**config.mk**
```make
export PLATFORM = sky130hd
export DESIGN_NAME = ps2_poll_ctrl
export DESIGN_NICKNAME = d
export VERILOG_FILES = /design/src/rtl/ps2_poll_ctrl.sv
export SDC_FILE = /design/constraint.sdc
export NUM_CORES = 1
export LEC_CHECK = 0
export ABC_AREA = 1
export CAP_MARGIN = 20
export CORE_UTILIZATION = 40
export DETAILED_ROUTE_END_ITERATION = 7
export PLACE_DENSITY = 0.64
export SLEW_MARGIN = 20
export SYNTH_ARGS = -nofsm -noshare
export SYNTH_HDL_FRONTEND = slang
export SYNTH_SLANG_ARGS = --single-unit
```
**constraint.sdc**
```tcl
create_clock -name clk -period 1.7 [get_ports clk]
set_input_delay 0.34 -clock clk [delete_from_list [all_inputs] [get_ports clk]]
set_output_delay 0.34 -clock clk [all_outputs]
set_load 0.05 [all_outputs]
```
**src/rtl/ps2_poll_ctrl.sv**
```systemverilog
// ps2_poll_ctrl: periodic PS2 gamepad poll sequencer over a byte-level SPI master.
// Sends 01 42 00 00 00, validates the reply and publishes key state and events.
module ps2_poll_ctrl #(
   parameter int POLL_CYCLES = 1000000,
   parameter int CS_SETUP    = 50,
   parameter int BYTE_GAP    = 25,
   parameter int TIMEOUT     = 5000
) (
   input  logic        clk,
   input  logic        rst_n,
   input  logic        enable,
   output logic        spi_cs_n,
   output logic        spi_start,
   output logic [7:0]  spi_tx_byte,
   input  logic        spi_done,
   input  logic [7:0]  spi_rx_byte,
   output logic [15:0] ps2_key,
   output logic        key_valid,
   output logic [15:0] key_press,
   output logic [15:0] key_release,
   output logic        frame_err,
   output logic        link_ok
);

   localparam int PW = (POLL_CYCLES > 1) ? $clog2(POLL_CYCLES) : 1;
   localparam int CMAX_A = (TIMEOUT > CS_SETUP) ? TIMEOUT : CS_SETUP;
   localparam int CMAX = (CMAX_A > BYTE_GAP) ? CMAX_A : BYTE_GAP;
   localparam int CW = $clog2(CMAX + 1);

   typedef enum logic [2:0] {
      S_IDLE,
      S_CS_SETUP,
      S_SEND,
      S_WAIT,
      S_GAP,
      S_CHECK,
      S_ABORT
   } state_t;

   state_t          state_q, state_d;
   logic [PW-1:0]   poll_q, poll_d;
   logic [CW-1:0]   cnt_q, cnt_d;
   logic [2:0]      idx_q, idx_d;
   logic [2:0]      idx_m1;
   logic [3:0][7:0] rx_q, rx_d;
   logic [7:0]      tx_byte_q, tx_byte_d;
   logic [15:0]     key_q, key_d;
   logic [15:0]     press_q, press_d;
   logic [15:0]     release_q, release_d;
   logic            key_valid_q, key_valid_d;
   logic            frame_err_q, frame_err_d;
   logic            link_ok_q, link_ok_d;
   logic            tick;
   logic            frame_ok;
   logic [15:0]     key_new;

   function automatic logic [7:0] poll_byte(input logic [2:0] i);
      logic [7:0] b;
      case (i)
         3'd0:    b = 8'h01;
         3'd1:    b = 8'h42;
         default: b = 8'h00;
      endcase
      return b;
   endfunction

   // Timer only runs while enabled; a wrap is the poll request.
   assign tick = enable && (poll_q == PW'(POLL_CYCLES - 1));

   always_comb begin
      poll_d = poll_q + PW'(1);
      if (!enable || tick) begin
         poll_d = '0;
      end
   end

   // rx_q[k] holds reply byte k+1; byte 0 carries no information.
   assign idx_m1   = idx_q - 3'd1;
   assign frame_ok = ((rx_q[0] == 8'h41) || (rx_q[0] == 8'h73))
                     && (rx_q[1] == 8'h5A);
   assign key_new  = ~{rx_q[3], rx_q[2]};

   always_comb begin
      state_d     = state_q;
      cnt_d       = cnt_q;
      idx_d       = idx_q;
      rx_d        = rx_q;
      tx_byte_d   = tx_byte_q;
      key_d       = key_q;
      press_d     = '0;
      release_d   = '0;
      key_valid_d = 1'b0;
      frame_err_d = 1'b0;
      link_ok_d   = link_ok_q;
      case (state_q)
         S_IDLE: begin
            if (tick) begin
               state_d = S_CS_SETUP;
               cnt_d   = '0;
               idx_d   = '0;
            end
         end
         S_CS_SETUP: begin
            if (cnt_q == CW'(CS_SETUP - 1)) begin
               state_d   = S_SEND;
               idx_d     = '0;
               tx_byte_d = poll_byte(3'd0);
            end else begin
               cnt_d = cnt_q + CW'(1);
            end
         end
         S_SEND: begin
            state_d = S_WAIT;
            cnt_d   = '0;
         end
         S_WAIT: begin
            // A completion on the last allowed cycle still counts.
            if (spi_done) begin
               if (idx_q != 3'd0) begin
                  rx_d[idx_m1[1:0]] = spi_rx_byte;
               end
               cnt_d   = '0;
               state_d = (idx_q == 3'd4) ? S_CHECK : S_GAP;
            end else if (cnt_q == CW'(TIMEOUT - 1)) begin
               state_d = S_ABORT;
            end else begin
               cnt_d = cnt_q + CW'(1);
            end
         end
         S_GAP: begin
            if (cnt_q == CW'(BYTE_GAP - 1)) begin
               state_d   = S_SEND;
               idx_d     = idx_q + 3'd1;
               tx_byte_d = poll_byte(idx_q + 3'd1);
            end else begin
               cnt_d = cnt_q + CW'(1);
            end
         end
         S_CHECK: begin
            state_d = S_IDLE;
            if (frame_ok) begin
               key_d       = key_new;
               press_d     = key_new & ~key_q;
               release_d   = ~key_new & key_q;
               key_valid_d = 1'b1;
               link_ok_d   = 1'b1;
            end else begin
               frame_err_d = 1'b1;
               link_ok_d   = 1'b0;
            end
         end
         S_ABORT: begin
            state_d     = S_IDLE;
            frame_err_d = 1'b1;
            link_ok_d   = 1'b0;
         end
         default: begin
            state_d = S_IDLE;
         end
      endcase
   end

   always_ff @(posedge clk or negedge rst_n) begin
      if (!rst_n) begin
         state_q     <= S_IDLE;
         poll_q      <= '0;
         cnt_q       <= '0;
         idx_q       <= '0;
         rx_q        <= '0;
         tx_byte_q   <= '0;
         key_q       <= '0;
         press_q     <= '0;
         release_q   <= '0;
         key_valid_q <= 1'b0;
         frame_err_q <= 1'b0;
         link_ok_q   <= 1'b0;
      end else begin
         state_q     <= state_d;
         poll_q      <= poll_d;
         cnt_q       <= cnt_d;
         idx_q       <= idx_d;
         rx_q        <= rx_d;
         tx_byte_q   <= tx_byte_d;
         key_q       <= key_d;
         press_q     <= press_d;
         release_q   <= release_d;
         key_valid_q <= key_valid_d;
         frame_err_q <= frame_err_d;
         link_ok_q   <= link_ok_d;
      end
   end

   assign spi_cs_n    = !((state_q == S_CS_SETUP) || (state_q == S_SEND)
                          || (state_q == S_WAIT) || (state_q == S_GAP));
   assign spi_start   = (state_q == S_SEND);
   assign spi_tx_byte = tx_byte_q;
   assign ps2_key     = key_q;
   assign key_valid   = key_valid_q;
   assign key_press   = press_q;
   assign key_release = release_q;
   assign frame_err   = frame_err_q;
   assign link_ok     = link_ok_q;

endmodule
```
## After elaboration in Yosys (flattened, before gate mapping)

Index checks and enable logic that the tools add are counted.

- Register bits: 130
- Input port bits: 12

- $add $sub $neg: 4
- Magnitude comparators: 2
- Equality and inequality tests: 22
- Multiplexer cells: 34
- Bitwise gates (word level): 5
- Reduce and logical (&&, ||, !) cells: 23

Operator list:

| cell | count |
|---|---|
| $mux W13 | 5 |
| $pmux W13 S5 | 1 |
| $mux W16 | 4 |
| $not A16 Y16 | 3 |
| $and A16 B16 Y16 | 2 |
| $bwmux W32 | 1 |
| $eq A8 B7 Y1 const B | 3 |
| $mux W3 | 8 |
| $mux W8 | 3 |
| $add A20 B1 Y20 const B | 1 |
| $eq A20 B20 Y1 const B | 1 |
| $mux W20 | 1 |
| $demux W8 S2 | 1 |
| $pmux W8 S2 | 1 |
| $pmux W3 S5 | 1 |
| $pmux W7 S2 | 1 |
| $add A13 B1 Y13 const B | 1 |
| $eq A13 B13 Y1 const B | 1 |
| $eq A13 B5 Y1 const B | 1 |
| $eq A13 B6 Y1 const B | 1 |
| $eq A3 B3 Y1 const B | 4 |
| $ne A2 B2 Y1 const B | 5 |
| $pmux W3 S3 | 1 |
| $reduce_and A4 Y1 | 2 |
| 19 further kinds | 37 |

## Depth between registers and ports, before layout

- Word-level depth: 6
- Mapped depth: 11

## Worst setup path after synthesis

Ideal clock, no wire load.

- Path kind: register to output
- Start: register state_q[2]
- End: output spi_cs_n
- Arrival time: 2122 ps
- Data required time: 1360 ps
- Slack: -762 ps
- Cell stages (with the launch flop): 6
- Buffers on the path: 1
- Cell sequence: dfrtp_1 -> buf_4 -> nor3_1 -> inv_1 -> nand3_1 -> inv_1

- Longest elaborated chain between the ends: 5

Ends and longest elaborated chain:

| element | line | source |
|---|---|---|
| start, declared | 40 | `state_t state_q, state_d;` |
| start signal, assigned | 178 | `state_q <= state_d;` |
| $eq A3 B2 Y1 | -- |  |
| via spi_start | 13 | `output logic spi_start,` |
| $logic_or A1 B1 Y1 | 193 | `assign spi_cs_n = !((state_q == S_CS_SETUP) \|\| (state_q == S_SEND)` |
| $logic_or A1 B1 Y1 (2 in series) | 194 | `\|\| (state_q == S_WAIT) \|\| (state_q == S_GAP));` |
| $logic_not A1 Y1 | 193 |  |
| end, declared | 12 | `output logic spi_cs_n,` |

The timed path passes the listed nets, and every way through them passes these cells.

## Worst setup path after layout

- Start: register state_q[2]
- End: output spi_cs_n

- Longest elaborated chain between the ends: 5

Ends and longest elaborated chain:

| element | line |
|---|---|
| $eq A3 B1 Y1 / $eq A3 B2 Y1 (equally long branches) | 193 |
| $logic_or A1 B1 Y1 | 193 |
| $logic_or A1 B1 Y1 | 194 |
| $logic_or A1 B1 Y1 * | 194 |
| $logic_not A1 Y1 * | 193 |

Mark *: on every way between the ends. The rest lies on a longest branch, timed or not.

==> out/summary.json <==
{
  "status": {
    "run_status": "complete, but fails checks",
    "failing_checks": "negative setup slack"
  },
  "synth": {
    "synthCells": 685,
    "synth_enable_flop_cells": 0,
    "synth.ff_latch_count": 124,
    "synth_ff_type": "sky130_fd_sc_hd__dfrtp_1",
    "synth.top_cells.by_area": "sky130_fd_sc_hd__dfrtp_1 54%, sky130_fd_sc_hd__nand2_1 11%, sky130_fd_sc_hd__nor2_1 6.2%, sky130_fd_sc_hd__inv_1 4.4%, sky130_fd_sc_hd__nand3_1 3.9%",
    "synth-seq-area-share_pct": 53.67,
    "postSynth.asyncResetShare_pct": 100.0,
    "syn_avg_cell_area_sq_um": 8.441,
    "yosys_cell_types": 30,
    "synth_top_cell_area_share_pct": 53.67,
    "synth_top_cell_by_area": "sky130_fd_sc_hd__dfrtp_1",
    "synth_common_cells": "164 x sky130_fd_sc_hd__nand2_1, 124 x sky130_fd_sc_hd__dfrtp_1, 95 x sky130_fd_sc_hd__nor2_1, 68 x sky130_fd_sc_hd__inv_1, 45 x sky130_fd_sc_hd__nand3_1",
    "ys_warn_count": 0,
    "post-synth-top-count-cell": "sky130_fd_sc_hd__nand2_1",
    "syn-cell-area_sq_mm": 0.005782
  },
  "power": {
    "internal_power_mw": 5.048,
    "power.share.combinational_pct": 3.0,
    "power.switching_fraction_pct": 21.99,
    "finalPower_mw": 6.471,
    "pwr-share-seq_pct": 45.8,
    "power.density_mw_per_mm2": 858.2,
    "power.static_leakage_nw": 3.743,
    "power.switching_mw": 1.423,
    "power_frac_clock_pct": 51.2,
    "vdd.ir_drop.worst_v": 0.0006518
  },
  "cts": {
    "tritoncts": "yes",
    "cts_buffer_count": 17,
    "tritoncts_num_sinks": 124,
    "cts.clk_slew.worst_paths_ns": 0.05,
    "h_tree_levels": 4,
    "insertion_delay_ns": 0.41,
    "clk_path_buf_depth": 2,
    "cts-root-buf": "sky130_fd_sc_hd__clkbuf_16"
  },
  "sta": {
    "fin_skew_ns": 0.007741,
    "fmax_ghz": 0.5373,
    "timing.setup.tns_ns": -0.5000,
    "crit_share_post_route_pct": 109.5,
    "final-hold-violation-count": 0,
    "worst_hold_slack_ns": 0.4228,
    "fin_crit_ns": 1.861,
    "fin_ws_ns": -0.1610,
    "grt_setup_unrepaired": "yes",
    "finalSetupViolations": 12,
    "finalMaxSlewViolations": 0
  },
  "final_layout": {
    "ff_latch_area_sq_mm": 0.003107,
    "final-instance-count-excl-fill": 992,
    "design_area_sq_mm": 0.007540,
    "fillers": 1266,
    "utilization_pct": 53.90,
    "drive_gt1_share_pct": 21.55,
    "layout.nets": 822,
    "area_growth_syn_to_layout_pct": 30.40,
    "multiInputGateArea_sq_mm": 0.002379,
    "n_antenna_cell": 0
  },
  "floorplan": {
    "fp.dieW_microns": 122.2,
    "dieArea_sq_mm": 0.01494,
    "die_y_microns": 122.2,
    "row_count": 43,
    "initial_utilization_pct": 41.33,
    "core_region_area_sq_mm": 0.01399,
    "io_pins": 73
  },
  "grt": {
    "antenna_found_initial": 0,
    "maximum_number_of_pins_on_one_net_before_global_route_repair": 66,
    "globalRouteOverflowTotal": 0,
    "vias_in_the_first_global_route": 4564,
    "grt_use_total_pct": 18.95,
    "grt_pass1_wl_mm": 21.90
  },
  "route": {
    "detail_route.wirelength_mm": 13.59,
    "first_pass_iters": 5,
    "drt-initial-drc-count": 312,
    "detail_route.wl_per_cell_microns": 13.70,
    "drc": 0,
    "vias_per_cell": 4.856,
    "dr_total_vias": 4817,
    "route.antenna.remaining_nets": 0
  },
  "placed_design": {
    "dp_hpwl_mm": 9.399,
    "place.gp.congestion": 0.8847,
    "buffer_ports.inserted": 67,
    "post_dp_cell_area_sq_mm": 0.006787,
    "placed_cells": 947,
    "preCtsSetupSlack_ns": -0.1253
  },
  "critical_path": {
    "setup.worst_path.start": "state_q[2]",
    "critPathMaxFanout": 5,
    "worst_setup_path_end_kind": "primary output",
    "worst-endpoint-arrival_ns": 1.52,
    "setup.worst_path.class": "register to primary output",
    "worstPathRequired_ns": 1.36,
    "critPathLaunchType": "register",
    "timing.rr.start": "state_q[2]"
  },
  "flow_run": {
    "drv_cap": 0
  },
  "worst_hold_path": {
    "holdCritPathClass": "input port to asynchronous set/reset pin"
  }
}
[path summary, 6_finish.rpt]
check,end,slack [ns],cells past startpoint
worst max-delay path,spi_cs_n,-0.16,6
worst min-delay path,cnt_q[6],0.42,2
worst max register to register,cnt_q[8],-0.03,11
worst min register to register,key_press[15],0.47,1
max in group asynchronous,ps2_key[10],0.74,3
min in group clk,key_press[15],0.47,1
[cells by family (layout without fill, tap and decap cells)]
family                   count (synthesis)  in the layout  synth area share, %
AO/OA/AOI/OAI                           66             66                6.038
XOR/XNOR                                17             17                2.575
adder cells (fa/ha/maj)                  9              9                1.948
buffers and inverters                   95            217                7.228
flip-flops                             124            124                53.67
multiplexers                             1              1               0.1731
other                                    1              5              0.06486
AND/OR/NAND/NOR                        372            373                28.31
[power groups by stage]
stage / Combinational [mW] / Clock, mW / Sequential, mW
after detailed placement: 0.189 / 0 / 3.02
after global routing: 0.214 / 3.53 / 2.96
after floorplan: 0.0614 / 0 / 3.02
final: 0.192 / 3.31 / 2.96
after CTS: 0.193 / 3.38 / 2.96
after global placement: 0.184 / 0 / 3.02
[routing by layer]
metal,global-route usage [%],share of wire [%],up-vias
met5,0,0,-
met4,6.936,1.5,0
met3,4.136,4.3,14
met2,30.34,48,121
met1,25.18,46,2276
li1,-,-,2406
[what timing repair did]
| item | CTS | global route |
|---|---|---|
| hold buffers | 1 | 0 |
| gates cloned | 0 | 1 |
| pin swaps | 3 | 3 |
| resized for setup | 10 | 20 |
| endpoints found under the setup margin | 2 | 78 |
| buffers inserted | 11 | 2 |
| endpoints found under the hold margin | 26 | 0 |
[state kept, by name (all words and copies together) (netlist names), 2 cells and up]
| name | count |
|---|---|
| idx_q | 3 |
| ps2_key | 16 |
| rx_q | 32 |
| state_q | 3 |
| cnt_q | 13 |
| spi_tx_byte | 2 |
| key_release | 16 |
| poll_q | 20 |
| key_press | 16 |
[worst max-delay path, cell delays in order (launching register included)]
cell,delay [ns]
sky130_fd_sc_hd__dfrtp_2,0.45
sky130_fd_sc_hd__buf_6,0.14
sky130_fd_sc_hd__nor3_4,0.19
sky130_fd_sc_hd__inv_2,0.07
sky130_fd_sc_hd__nand3_2,0.08
sky130_fd_sc_hd__inv_2,0.04
sky130_fd_sc_hd__buf_12,0.14
[area by class of cell]
| class | instances | share of cell area [%] |
|---|---|---|
| Sequential cell | 124 | 41.20 |
| Multi-Input combinational cell | 471 | 31.55 |
| Timing Repair Buffer | 115 | 13.51 |
| Clock buffer | 20 | 5.924 |
| Inverter | 72 | 3.584 |
| Tap cell | 180 | 2.987 |
| Clock inverter | 10 | 1.245 |
[placed cells by master, fill, tap and decap left out, types with 2 or more instances in the layout]
master / instances
sky130_fd_sc_hd__nand2_1: 162
sky130_fd_sc_hd__dfrtp_1: 121
sky130_fd_sc_hd__buf_4: 91
sky130_fd_sc_hd__nor2_1: 89
sky130_fd_sc_hd__inv_1: 65
sky130_fd_sc_hd__nand3_1: 42
sky130_fd_sc_hd__o21ai_0: 35
sky130_fd_sc_hd__nor3_1: 26
sky130_fd_sc_hd__a21oi_1: 26
sky130_fd_sc_hd__nand4_1: 19
sky130_fd_sc_hd__clkbuf_16: 17
sky130_fd_sc_hd__xor2_1: 11
sky130_fd_sc_hd__clkdlybuf4s50_1: 10
sky130_fd_sc_hd__buf_12: 9
sky130_fd_sc_hd__nor2_2: 8
sky130_fd_sc_hd__ha_1: 8
sky130_fd_sc_hd__inv_2: 7
sky130_fd_sc_hd__xnor2_1: 6
sky130_fd_sc_hd__nor2_4: 6
sky130_fd_sc_hd__conb_1: 5
sky130_fd_sc_hd__nand2_4: 4
sky130_fd_sc_hd__nand3_2: 4
sky130_fd_sc_hd__nor3b_1: 4
sky130_fd_sc_hd__buf_6: 4
sky130_fd_sc_hd__nand2_2: 3
sky130_fd_sc_hd__clkinvlp_4: 3
sky130_fd_sc_hd__clkinv_2: 3
sky130_fd_sc_hd__dfrtp_2: 3
sky130_fd_sc_hd__nand3b_1: 2
sky130_fd_sc_hd__nand3_4: 2
sky130_fd_sc_hd__o21ai_4: 2
sky130_fd_sc_hd__o21ai_1: 2
sky130_fd_sc_hd__clkbuf_1: 2
sky130_fd_sc_hd__clkinv_4: 2
Power figures use the tool's default switching activity.
